<file path="config.mk">
export PLATFORM = sky130hd
export DESIGN_NAME = decim_sequencer
export DESIGN_NICKNAME = d
export VERILOG_FILES = /design/src/rtl/decim_sequencer.sv
export SDC_FILE = /design/constraint.sdc
export NUM_CORES = 1
export LEC_CHECK = 0
export ABC_CLOCK_PERIOD_IN_PS = 2820
export CORE_MARGIN = 1.5
export CORE_UTILIZATION = 56
export CTS_BUF_LIST = sky130_fd_sc_hd__clkbuf_4
export DETAILED_ROUTE_END_ITERATION = 8
export PLACE_DENSITY = 0.78
export SYNTH_ARGS = -nofsm -noshare
export SYNTH_HDL_FRONTEND = slang
export SYNTH_SLANG_ARGS = --single-unit
</file>
<file path="constraint.sdc">
create_clock -name clk -period 2.82 [get_ports clk]
set_input_delay 0.423 -clock clk [delete_from_list [all_inputs] [get_ports clk]]
set_output_delay 0.423 -clock clk [all_outputs]
set_load 0.05 [all_outputs]
</file>
<file path="src/rtl/decim_sequencer.sv">
// Sample/phase sequencer for the decimation filter: issues integrator and comb enables at R=2^k,
// drops the filter's settling results and buffers decimated results in a small FWFT FIFO.
//
// state  | meaning
// -------+--------------------------------------------------------
// IDLE   | stopped; enables quiet, FIFO still drainable
// WARMUP | counting, discarding the first ORDER datapath results
// RUN    | counting, pushing datapath results into the FIFO
module decim_sequencer #(
   parameter int DW         = 8,
   parameter int ORDER      = 3,
   parameter int FIFO_DEPTH = 4
) (
   input  logic          clk,
   input  logic          rst_n,
   input  logic          ena,
   input  logic          smp_valid,
   input  logic [2:0]    ratio_log2,
   output logic          integ_en,
   output logic          comb_en,
   input  logic          dp_valid,
   input  logic [DW-1:0] dp_data,
   output logic [DW-1:0] out_data,
   output logic          out_valid,
   input  logic          out_ready,
   output logic          overflow,
   output logic          busy
);

   localparam int AW = (FIFO_DEPTH > 1) ? $clog2(FIFO_DEPTH) : 1;
   localparam int CW = AW + 1;
   localparam int WW = $clog2(ORDER + 1);

   typedef enum logic [1:0] {
      S_IDLE   = 2'd0,
      S_WARMUP = 2'd1,
      S_RUN    = 2'd2
   } state_t;

   state_t          r_state;
   state_t          w_state_nxt;
   logic [2:0]      r_k_q;
   logic [6:0]      r_phase;
   logic [WW-1:0]   r_warm;
   logic            r_comb_en;
   logic            r_overflow;
   logic [DW-1:0]   r_mem [FIFO_DEPTH];
   logic [AW-1:0]   r_wr_ptr;
   logic [AW-1:0]   r_rd_ptr;
   logic [CW-1:0]   r_count;
   logic [DW-1:0]   r_last;

   logic            w_busy;
   logic            w_in_warm;
   logic            w_in_run;
   logic            w_idle_exit;
   logic [7:0]      w_phase_max_full;
   logic [6:0]      w_phase_max;
   logic            w_phase_wrap;
   logic            w_out_valid;
   logic            w_full;
   logic            w_push;
   logic            w_pop;
   logic            w_push_ok;

   always_ff @(posedge clk or negedge rst_n) begin
      if (!rst_n) r_state <= S_IDLE;
      else        r_state <= w_state_nxt;
   end

   always_comb begin
      w_state_nxt = r_state;
      if (!ena) begin
         w_state_nxt = S_IDLE;
      end else begin
         case (r_state)
            S_IDLE:   w_state_nxt = S_WARMUP;
            S_WARMUP: if (dp_valid && (r_warm == WW'(ORDER - 1))) w_state_nxt = S_RUN;
            S_RUN:    w_state_nxt = S_RUN;
            default:  w_state_nxt = S_IDLE;
         endcase
      end
   end

   always_comb begin
      w_busy      = (r_state != S_IDLE);
      w_in_warm   = (r_state == S_WARMUP);
      w_in_run    = (r_state == S_RUN);
      w_idle_exit = (r_state == S_IDLE) && ena;
   end

   // Terminal count of the k_q-bit phase counter is 2^k_q - 1 (k_q is never 0).
   assign w_phase_max_full = (8'd1 << r_k_q) - 8'd1;
   assign w_phase_max      = w_phase_max_full[6:0];
   assign w_phase_wrap     = (r_phase == w_phase_max);

   always_ff @(posedge clk or negedge rst_n) begin
      if (!rst_n) begin
         r_k_q     <= 3'd1;
         r_phase   <= '0;
         r_warm    <= '0;
         r_comb_en <= 1'b0;
      end else begin
         if (w_idle_exit) r_k_q <= (ratio_log2 == 3'd0) ? 3'd1 : ratio_log2;

         if (w_idle_exit)                r_warm <= '0;
         else if (w_in_warm && dp_valid) r_warm <= r_warm + WW'(1);

         if (!ena || !w_busy)   r_phase <= '0;
         else if (smp_valid)    r_phase <= w_phase_wrap ? 7'd0 : r_phase + 7'd1;

         r_comb_en <= ena && w_busy && smp_valid && w_phase_wrap;
      end
   end

   assign w_out_valid = (r_count != '0);
   assign w_full      = (r_count == CW'(FIFO_DEPTH));
   assign w_push      = w_in_run && dp_valid;
   assign w_pop       = w_out_valid && out_ready;
   assign w_push_ok   = w_push && (!w_full || w_pop);

   always_ff @(posedge clk or negedge rst_n) begin
      if (!rst_n) begin
         for (int i = 0; i < FIFO_DEPTH; i++) r_mem[i] <= '0;
         r_wr_ptr   <= '0;
         r_rd_ptr   <= '0;
         r_count    <= '0;
         r_last     <= '0;
         r_overflow <= 1'b0;
      end else begin
         if (w_push_ok) begin
            r_mem[r_wr_ptr] <= dp_data;
            r_wr_ptr        <= r_wr_ptr + AW'(1);
         end
         if (w_pop) begin
            r_last   <= r_mem[r_rd_ptr];
            r_rd_ptr <= r_rd_ptr + AW'(1);
         end
         case ({w_push_ok, w_pop})
            2'b10:   r_count <= r_count + CW'(1);
            2'b01:   r_count <= r_count - CW'(1);
            default: r_count <= r_count;
         endcase
         if (w_idle_exit)                    r_overflow <= 1'b0;
         else if (w_push && w_full && !w_pop) r_overflow <= 1'b1;
      end
   end

   // While empty the head shows the most recently popped word.
   assign out_data  = w_out_valid ? r_mem[r_rd_ptr] : r_last;
   assign out_valid = w_out_valid;
   assign overflow  = r_overflow;
   assign comb_en   = r_comb_en;
   assign busy      = w_busy;
   assign integ_en  = smp_valid && w_busy;

endmodule

</file>
* Yosys cells after proc, flatten, opt, wreduce, memory -nomap -nowiden
Cells that the tools add are included.
Cells by class: add/subtract/negate cells 7, reduce and logical (&&, ||, !) cells 27, $lt $le $gt $ge 3, shifts and indexed selects 1, bitwise gates (word level) 2, multiplexer cells 19, equality and inequality tests 8
Operators by type and width (number):
- bitwise mux 32 bit | 1
- two-way mux 8 bit | 4
- two-way mux 7 bit | 3
- binary-select mux 8 bit (select 2 bit) | 1
- demux 8 bit (select 2 bit) | 1
- logical AND 1 bit | 13
- nonzero test 2 bit | 5
- two-way mux 2 bit | 4
- adder 7 x 1 -> 7 bit, second input constant | 1
- equality test 7 bit | 1
- << shifter 1 x 3 -> 7 bit, first input constant | 1
- subtractor 7 x 1 -> 7 bit, second input constant | 1
- adder 2 x 1 -> 2 bit, second input constant | 3
- equality test 2 bit, second input constant | 3
- >= comparator 3 bit, second input constant | 2
- NOT 2 -> 3 bit | 2
- one-hot mux 2 bit (3 select lines) | 1
- one-hot mux 3 bit (2 select lines) | 1
- equality test 2 x 1 -> 1 bit, second input constant | 2
- logical NOT 1 bit | 4
- adder 3 x 1 -> 3 bit, second input constant | 1
- equality test 3 bit, second input constant | 1
- logical NOT 3 bit | 1
- less-than comparator 3 x 1 -> 1 bit, second input constant | 1
- 7 further kinds | 9
Storage, ports and cells: output and inout bits 13, input port bits 17, register bits after elaboration 63, word-level logic and storage cells 81

* Depth between registers and ports, before layout
Gate-level depths: netlist (run 1).
word-level depth 6, depth in mapped cells 11, mapped depth without buffers 11

* Worst setup path before layout (run 1)
No wires, ideal clock.
kind register -> register, from reg r_state[0], to reg r_phase[2], cell stages (with the launch flop) 8, arrival time 2.221 ns, setup slack 0.512 ns, library setup time 0.087 ns, path buffers 1, period minus slack after synthesis 2.308 ns, path through dfrtp_1 > inv_1 > ha_1 > nor2b_1 > and2_2 > clkbuf_1 > o31ai_4 > o211ai_1
Between the ends: cells in the longest elaborated chain, start to end 4
RTL lines:
- start: declaration | RTL line 40 | state_t r_state;
- start signal: assignment | RTL line 68 | else r_state <= w_state_nxt;
- nonzero test 2 bit (*) | RTL line 86 | w_busy = (r_state != S_IDLE);
- logical NOT 1 bit (*) | RTL line 109 | if (!ena || !w_busy) r_phase <= '0;
- logical OR 1 bit (*) | RTL line 109
- two-way mux 7 bit or nonzero test 2 bit (tied branches)
- end signal: assignment | RTL line 110 | else if (smp_valid) r_phase <= w_phase_wrap ? 7'd0 : r_phase + 7'd1;
- end: declaration | RTL line 43 | logic [6:0] r_phase;
Every way passes the cells marked *; elsewhere a longest branch is shown, timed or not. A chain may end at the register's enable or synchronous reset.

* Worst setup path after layout (run 1)
from reg r_count[1], to out out_valid
Between the ends: cells in the longest elaborated chain, start to end 1
RTL lines:
- start: declaration | RTL line 50 | logic [CW-1:0] r_count;
- start signal: assignment | RTL line 140 | 2'b10: r_count <= r_count + CW'(1);
- start signal: assignment | RTL line 141 | 2'b01: r_count <= r_count - CW'(1);
- start signal: assignment | RTL line 142 | default: r_count <= r_count;
- nonzero test 3 bit | RTL line 116 | assign w_out_valid = (r_count != '0);
- end: declaration | RTL line 24 | output logic out_valid,
Every way passes these cells.

==> metrics.md, run 1 <==
| Metric | Value |
|---|---|
| Peak supply drop | `0.704 mV` |
| Clock Sinks | `63` |
| Reg area | `1580 sq um` |
| Fill cells | `412` |
| Leading area contributor after synthesis | `dfrtp_1` |
| Largest net degree at the start of global routing | `34` |
| Synth area leaders | `dfrtp_1 (49%), mux2_2 (18%), mux4_2 (5.7%)` |
| Vias per inst | `5.56` |
| Slowest cell delay on critical path | `0.79 ns` |
| Dpl ws | `0.370 ns` |
| CP startpoint kind | `flop` |
| CTS tree | `yes` |
| ANT nets after route | `0` |
| FFs w/ async S/R, synth | `1.00` |
| Total negative setup slack | `0 ns` |
| Synth Warn # | `0` |
| Global-route wire length before repair | `9870 um` |
| Die area | `6140 sq um` |
| Final WS setup | `0.175 ns` |
| Post-route cell area | `3710 sq um` |
| Share of cells above drive strength 1 | `0.333` |
| Critical Path, Cell by Cell | `or3_1 -> clkdlybuf4s50_1` |
| Hold crit path type | `in2async` |
| Iteration-0 DRC Markers | `62` |
| Total track usage | `0.211` |
| Starting density of the core | `0.577` |
| Leakage power | `1.68 nW` |
| Setup crit end kind | `output port` |
| WHS | `0.399 ns` |
| Synth Area per Inst | `12.8 sq um` |
| N_diodes | `0` |
| Nets | `316` |
| Placed instance area | `3530 sq um` |
| Port-buffer cells | `29` |
| Width of the die | `78.3 um` |
| Endpoints failing setup | `0` |
| Power Dens Cells | `1110 nW/um^2` |
| Worst skew pair latency | `0.40 ns` |
| Slew Limit Fails | `0` |
| Fin. Hold Viols | `0` |
| Post-synth cell types | `44` |
| I/O pin count | `30` |
| Post-synth EDFFs | `0` |
| Die height | `78.3 um` |
| WP buf/inv | `1` |
| Wire length per cell | `15.1 um` |
| Setup CP Type | `reg2out` |
| CORE AREA | `5510 sq um` |
| Post-Syn Instances | `248` |
| H-tree levels | `3` |
| Min Tclk post-route | `2.64 ns` |
| Vias | `2017` |
| Synth Register Bits | `63` |
| Cell area after synthesis | `3180 sq um` |
| Required time of the critical path | `2.40 ns` |
| Post-synth top area share | `0.488` |
| Sequential-to-total area share from yosys stat | `0.496` |
| TritonRoute pass-1 iters | `4` |
| FMAX | `378 MHz` |
| Overflow after GRT | `0` |
| RD Place Congestion | `0.829` |
| DRC errors left | `0` |
| Util after Layout | `0.675` |
| Top FF cell, synth | `dfrtp_1` |
| Multi-input logic area | `1500 sq um` |
| Max capacitance violation total | `0` |
| RSZ-0062 raised after global routing | `false` |
| Num CTS Buffers | `9` |
| R2R Setup Slk | `0.57 ns` |
| Area grow syn2layout | `16.8%` |
| Count leader, synth | `dfrtp_1` |
| Syn nets | `277` |
| Longest Clk Path Bufs | `2` |
| Arrival time worst endpoint | `2.22 ns` |
| Outcome | `finished clean` |
| WL final | `5470 um` |
| Core Rows | `27` |
| Clk slew on worst S/H paths | `0.10 ns` |
| Initial antenna violation count | `0` |
| Root Buffer | `clkbuf_4` |
| Skew final | `0.00937 ns` |
| Final period util | `0.938` |
| Relative slew slack | `0.632` |
| CP delay by family, top | `buffers and inverters` |
| Vias in the first global route | `2059` |
| Crit path max-delay cell type | `clkdlybuf4s50_1` |
| Slew @ Worst Pin | `0.551 ns` |
| HPWL Detailed | `3810 um` |
| Synth top cells by count | `dfrtp_1 (62), mux2_2 (50), nand2_1 (22)` |
| Setup repair bufs after CTS | `0` |
| Critical Path Fanout Max | `10` |
==> per-layer routing <==
metal	up-vias	part of all wire	GRT usage
met2	34	0.46	0.317
met4	0	0.021	0.0982
li1	969	-	-
met1	1004	0.49	0.299
met3	10	0.026	0.0372
met5	-	0	0
==> registers in the layout, summed over array words and instances (netlist names) <==
signal / count
comb_en: 1
overflow: 1
r_count: 3
r_k_q: 3
r_last: 8
r_mem: 32
r_phase: 7
r_rd_ptr: 2
r_state: 2
r_warm: 2
r_wr_ptr: 2
==> area by class of cell <==
type | count | share of cell area
inverters | 13 | 0.0131
multi-input cells | 164 | 0.404
flip-flops and latches | 63 | 0.425
clock buffers | 11 | 0.0222
well taps | 72 | 0.0243
clock inverters | 4 | 0.0256
repair buffers | 36 | 0.0862
==> stage by stage <==
stage / cells / total power, mW
floorplan: 248 / 2.95
global placement: 347 / 3.35
detailed placement: 347 / 3.39
CTS: 363 / 4.18
global route: 363 / 4.43
finish: 363 / 4.14
==> layout by cell type, fill, tap and decap left out, types with 2 or more instances in the layout <==
| master | n |
|---|---|
| mux2i_1 | 2 |
| a21boi_0 | 2 |
| nand3_1 | 4 |
| mux4_2 | 8 |
| nand4_1 | 2 |
| o211ai_1 | 4 |
| xnor2_1 | 6 |
| o21ai_0 | 4 |
| nor2_1 | 8 |
| o21ai_1 | 2 |
| or3_1 | 2 |
| inv_1 | 13 |
| nand2_1 | 22 |
| nor4b_1 | 2 |
| nor2b_1 | 3 |
| a21oi_1 | 6 |
| clkbuf_4 | 11 |
| dfrtp_1 | 62 |
| o311ai_0 | 4 |
| ha_1 | 11 |
| xor2_1 | 3 |
| and2_1 | 2 |
| bufinv_16 | 3 |
| mux2_2 | 50 |
| clkdlybuf4s50_1 | 20 |
| buf_4 | 14 |
==> timing repair <==
action                                 4_1_cts  5_1_grt
resized for setup                            0        0
hold buffers                                 1        0
endpoints found under the hold margin        9        0
==> path summary, 6_finish.rpt <==
path                                   startpoint                endpoint  cells past startpoint
setup / recovery           r_count[1]$_DFFE_PN0P_               out_valid                      2
hold / removal                              rst_n   r_mem[13]$_DFFE_PN0P_                      2
setup reg to reg           r_count[1]$_DFFE_PN0P_  r_count[1]$_DFFE_PN0P_                      6
hold reg to reg            r_count[2]$_DFFE_PN0P_  r_count[2]$_DFFE_PN0P_                      1
max in group asynchronous                   rst_n    r_k_q[0]$_DFFE_PN1P_                      3
min in group clk           r_count[2]$_DFFE_PN0P_  r_count[2]$_DFFE_PN0P_                      1
==> kinds of logic (layout without fill, tap and decap cells) <==
kind of cell,after synthesis,count (layout),synth area share
and+or+nand+nor,53,53,0.0842
buffers and inverters,21,64,0.0319
DFF,63,63,0.496
adders and majority gates,12,12,0.0496
muxes,60,60,0.240
AOI/OAI and AO/OA,30,30,0.0732
xor gates and xnor gates,9,9,0.0248
==> power breakdown <==
part / leakage (nW) / total (mW) / internal (mW) / switching, mW
logic: 0.763 / 1.87 / 0.865 / 1.01
registers: 0.816 / 1.49 / 1.25 / 0.247
clock network: 0.0969 / 0.774 / 0.464 / 0.310
total: 1.68 / 4.14 / 2.57 / 1.57
No activity file was read; power rests on OpenSTA's default activity.
==> run 2, diff against run 1 <==
--- a/config.mk
+++ b/config.mk
@@ -12,2 +12,3 @@
 export DETAILED_ROUTE_END_ITERATION = 8
+export MAX_ROUTING_LAYER = met4
 export PLACE_DENSITY = 0.78
==> constraint.sdc (replaced) <==
create_clock -name clk -period 2.82 [get_ports clk]
set_input_delay 0.846 -clock clk [delete_from_list [all_inputs] [get_ports clk]]
set_output_delay 0.846 -clock clk [all_outputs]
set_load 0.05 [all_outputs]
==> run 2 against run 1 <==
Net effect: critical path depth increased by 2; core utilization increased by 0.93 points; worst setup slack got worse by 0.11 ns; final cell count increased by 1.7%; critical path type unchanged.
==> metrics.md, run 2 (synthesized netlist as in run 1, its figures left out) <==
| Metric | Value |
|---|---|
| TritonRoute pass-1 iters | `4` |
| Placed Instances | `353` |
| RD Place Congestion | `0.869` |
| Critical Path Fanout Max | `10` |
| Hold Buf Count CTS | `0` |
| Clock Sinks | `63` |
| Min Tclk post-route | `2.75 ns` |
| DRC errors left | `0` |
| Area grow syn2layout | `18.5%` |
| Placed instance area | `3630 sq um` |
| CTS tree | `yes` |
| WL final | `5610 um` |
| Total track usage | `0.223` |
| Largest reg by FF count | `r_mem` |
| Skew final | `0.0164 ns` |
| Biggest regs | `r_mem: 32 flops, r_last: 8 flops, r_phase: 7 flops` |
| Required time of the critical path | `1.97 ns` |
| Leakage power | `1.70 nW` |
| Iteration-0 DRC Markers | `74` |
| Util after Layout | `0.684` |
| Nets | `321` |
| Final period util | `0.976` |
| Vias in the first global route | `2088` |
| Die area | `6140 sq um` |
| Endpoints failing setup | `0` |
| Most frequent cells in the layout | `dfrtp_1 (61), mux2_2 (50), nand2_1 (22), clkdlybuf4s50_1 (17), inv_1 (13)` |
| Setup crit end kind | `output port` |
| Longest Clk Path Bufs | `2` |
| Share of cells above drive strength 1 | `0.347` |
| Core Rows | `27` |
| Critical Path, Cell by Cell | `buf_12 -> mux4_2 -> mux2_2 -> buf_4` |
| Slew Limit Fails | `0` |
| Dpl ws | `-0.0508 ns` |
| Post-route cell area | `3770 sq um` |
| N_diodes | `0` |
| Clk slew on worst S/H paths | `0.11 ns` |
| Hold crit path type | `in2async` |
| Wire length per cell | `15.2 um` |
| Outcome | `finished clean` |
| Global-route wire length before repair | `10000 um` |
| Worst skew pair latency | `0.40 ns` |
| Slowest cell delay on critical path | `0.52 ns` |
| Fin. Hold Viols | `0` |
| Relative slew slack | `0.630` |
| RSZ-0062 raised after global routing | `false` |
| Vias per inst | `5.54` |
| Final WS setup | `0.0666 ns` |
| Crit path max-delay cell type | `mux4_2` |
| Leading cell type in the layout, fill and taps excluded | `dfrtp_1` |
| Slew @ Worst Pin | `0.554 ns` |
| FMAX | `363 MHz` |
| ANT nets after route | `0` |
| Max FFs per register | `32` |
| Num CTS Buffers | `9` |
| Fin cells | `369` |
| I/O pin count | `30` |
| Vias | `2043` |
| Largest net degree at the start of global routing | `44` |
| Power Dens Cells | `1060 nW/um^2` |
| Port-buffer cells | `29` |
| CORE AREA | `5510 sq um` |
| Die height | `78.3 um` |
| Arrival time worst endpoint | `1.91 ns` |
| H-tree levels | `3` |
| Starting density of the core | `0.577` |
| Max capacitance violation total | `0` |
| Width of the die | `78.3 um` |
| Initial antenna violation count | `0` |
| Worst-case reg-to-reg path depth | `9` |
| Peak supply drop | `0.790 mV` |
| CP startpoint kind | `flop` |
| Overflow after GRT | `0` |
| HPWL Detailed | `3950 um` |
| Root Buffer | `clkbuf_4` |
| Setup CP Type | `reg2out` |
==> run 2: worst max-delay path: cells and delay by family (launching register included) <==
family   cells  cell delay, ns
buf+inv      2            0.35
mux          2            0.80
flops        1            0.38
==> run 2: per-stage QoR <==
step / TNS (ns) / power [mW] / hold slack, ns
final: 0 / 3.98 / 0.393
after global routing: 0 / 4.25 / 0.406
after CTS: 0 / 3.97 / 0.385
after detailed placement: -0.0508 / 3.46 / 0.491
after global placement: 0 / 3.39 / 0.482
after floorplan: 0 / 2.95 / 0.447
==> run 2: final timing paths <==
check | startpoint | to | slack, ns
setup / recovery | r_rd_ptr[0]$_DFFE_PN0P_ | out_data[0] | 0.07
hold / removal | rst_n | r_mem[25]$_DFFE_PN0P_ | 0.39
setup reg to reg | r_count[1]$_DFFE_PN0P_ | r_count[2]$_DFFE_PN0P_ | 0.69
hold reg to reg | r_count[2]$_DFFE_PN0P_ | r_count[2]$_DFFE_PN0P_ | 0.50
max in group asynchronous | rst_n | r_k_q[0]$_DFFE_PN1P_ | 1.76
min in group clk | r_count[2]$_DFFE_PN0P_ | r_count[2]$_DFFE_PN0P_ | 0.50
==> run 2: repair_timing <==
item	CTS	global route
pin swaps	0	0
setup endpoints to repair	9	9
buffers inserted	0	0
gates resized for setup	2	7
==> run 2: final cells by class <==
cell class | instances | area (sq um)
Multi-Input combinational cell | 164 | 1500
Fill cell | 412 | 1740
Clock inverter | 7 | 40.0
Clock buffer | 9 | 67.6
Sequential cell | 63 | 1580
Inverter | 13 | 48.8
Timing Repair Buffer | 41 | 440
Tap cell | 72 | 90.1
==> run 2: layer usage <==
layer,vias to the layer above,wire length (um),track usage
met5,-,0,-
met4,0,91,0.102
met3,7,139,0.0349
met2,31,2710,0.323
met1,1019,2680,0.312
li1,986,-,-
==> run 2: report_power, final <==
group | switching (mW) | internal, mW
sequential | 0.255 | 1.25
combinational | 1.03 | 0.943
clock | 0.327 | 0.172
==> run 3, diff against run 2 <==
Settings changed: DONT_BUFFER_PORTS set to 1, PLACE_DENSITY 0.78 to 0.71.
==> run 3 against run 2 <==
Net effect: via count fell by 6.3%; count of clock-buffer cells in the layout up 2; final cell count fell by 9.5%; sequential power is essentially flat; hold slack got worse by 0.27 ns; combinational power decreased by 14%.
==> metrics.md, run 3 (synthesized netlist as in run 1, its figures left out) <==
| Metric | Value |
|---|---|
| Endpoints failing setup | `0` |
| Relative slew slack | `0.629` |
| Core Rows | `27` |
| Outcome | `finished clean` |
| Num CTS Buffers | `9` |
| Worst skew pair latency | `0.41 ns` |
| Most frequent cells in the layout | `dfrtp_1 (62), mux2_2 (49), nand2_1 (22), inv_1 (13)` |
| Leakage power | `1.54 nW` |
| Setup crit end kind | `output port` |
| Port-buffer cells | `0` |
| Share of cells above drive strength 1 | `0.340` |
| FMAX | `364 MHz` |
| Tot Pwr | `3.79 mW` |
| Vias in the first global route | `1879` |
| RSZ-0062 raised after global routing | `false` |
| Global-route wire length before repair | `9200 um` |
| Worst reg2reg startpoint | `r_count[1]$_DFFE_PN0P_` |
| Skew final | `0.0141 ns` |
| Longest Clk Path Bufs | `2` |
| CP startpoint kind | `flop` |
| Total track usage | `0.207` |
| Max capacitance violation total | `0` |
| Iteration-0 DRC Markers | `87` |
| Wire length per cell | `16.3 um` |
| Total negative setup slack | `0 ns` |
| Die height | `78.3 um` |
| RD Place Congestion | `0.810` |
| Overflow after GRT | `0` |
| Starting density of the core | `0.577` |
| HPWL Detailed | `3670 um` |
| Slew @ Worst Pin | `0.555 ns` |
| Initial antenna violation count | `0` |
| N_diodes | `0` |
| Min Tclk post-route | `2.75 ns` |
| Worst-case reg-to-reg path depth | `6` |
| DRC errors left | `0` |
| Slew Limit Fails | `0` |
| Fin. Hold Viols | `0` |
| Hold crit path type | `in2async` |
| Required time of the critical path | `1.97 ns` |
| Root Buffer | `clkbuf_4` |
| TritonRoute pass-1 iters | `4` |
| Clk slew on worst S/H paths | `0.10 ns` |
| Width of the die | `78.3 um` |
| R2R Setup Slk | `0.71 ns` |
| Setup CP Type | `reg2out` |
| Clock Sinks | `63` |
| Arrival time worst endpoint | `1.90 ns` |
| Largest net degree at the start of global routing | `64` |
| Area grow syn2layout | `7.20%` |
| CORE AREA | `5510 sq um` |
| Nets | `287` |
| Vias per inst | `5.73` |
| Largest reg by FF count | `r_mem` |
| WL final | `5440 um` |
| Final period util | `0.973` |
| H-tree levels | `3` |
| Max FFs per register | `32` |
| Biggest regs | `r_mem: 32 flops, r_last: 8 flops, r_phase: 7 flops` |
| Vias | `1914` |
| ANT nets after route | `0` |
| Peak supply drop | `0.606 mV` |
| I/O pin count | `30` |
| Leading cell type in the layout, fill and taps excluded | `dfrtp_1` |
| Fill cells | `441` |
| CTS tree | `yes` |
| Power Dens Cells | `1110 nW/um^2` |
| FF-to-FF End | `r_count[1]$_DFFE_PN0P_` |
| Critical Path Fanout Max | `7` |
| Die area | `6140 sq um` |
==> run 3: repair_timing <==
action                                  4_1_cts  5_1_grt
hold buffers                                  0        0
gates resized for setup                       0        2
setup buffers                                 0        0
endpoints found under the setup margin        8        8
==> run 3: critical path, stage by stage, from the launching register on <==
cell     delay (ns)
dfrtp_1        0.36
buf_4          0.19
mux4_2         0.53
mux2_2         0.41
==> run 3: how the worst max path moves through the flow <==
stage / start / endpoint / slack, ns / cells after the start
after global placement: out_ready / r_count[2]$_DFFE_PN0P_ / 0.40 / 9
after floorplan: smp_valid / r_phase[2]$_DFFE_PN0P_ / 0.35 / 5
final: r_rd_ptr[0]$_DFFE_PN0P_ / out_data[2] / 0.07 / 3
after CTS: r_count[1]$_DFFE_PN0P_ / out_data[3] / -0.01 / 2
after global routing: r_rd_ptr[0]$_DFFE_PN0P_ / out_data[5] / 0.004 / 3
after detailed placement: out_ready / r_count[2]$_DFFE_PN0P_ / 0.38 / 9
==> run 3: power breakdown <==
group          internal [mW]  leakage, nW  total, mW  switching, mW
clock                  0.283       0.0743      0.595          0.312
combinational          0.734        0.646       1.69          0.957
sequential              1.25        0.816       1.50          0.256
==> run 3: cell type report <==
cell class | instances | area (sq um) | share of cell area
flip-flops and latches | 63 | 1580 | 0.463
multi-input cells | 164 | 1510 | 0.443
well taps | 72 | 90.1 | 0.0264
clock buffers | 11 | 82.6 | 0.0242
repair buffers | 7 | 52.6 | 0.0154
inverters | 13 | 48.8 | 0.0143
clock inverters | 4 | 47.5 | 0.0140
==> run 3: through the flow <==
step | utilization | cell area (sq um) | std cells | worst slack, ns | hold slack, ns
6_report | 0.619 | 3410 | 334 | 0.0750 | 0.121
3_5_place_dp | 0.594 | 3270 | 319 | 0.381 | 0.486
5_1_grt | 0.619 | 3410 | 334 | 0.00375 | 0.0897
2_1_floorplan | - | 3180 | 248 | 0.346 | 0.447
3_3_place_gp | 0.594 | 3270 | 319 | 0.404 | 0.474
4_1_cts | 0.617 | 3400 | 334 | -0.0103 | 0.0959
==> run 3: metal layers <==
| metal | share of wire | GRT usage | vias to the layer above |
|---|---|---|---|
| met5 | 0 | - | - |
| met1 | 0.49 | 0.283 | 960 |
| met2 | 0.46 | 0.295 | 34 |
| met3 | 0.037 | 0.0430 | 9 |
| li1 | - | - | 911 |
| met4 | 0.019 | 0.107 | 0 |
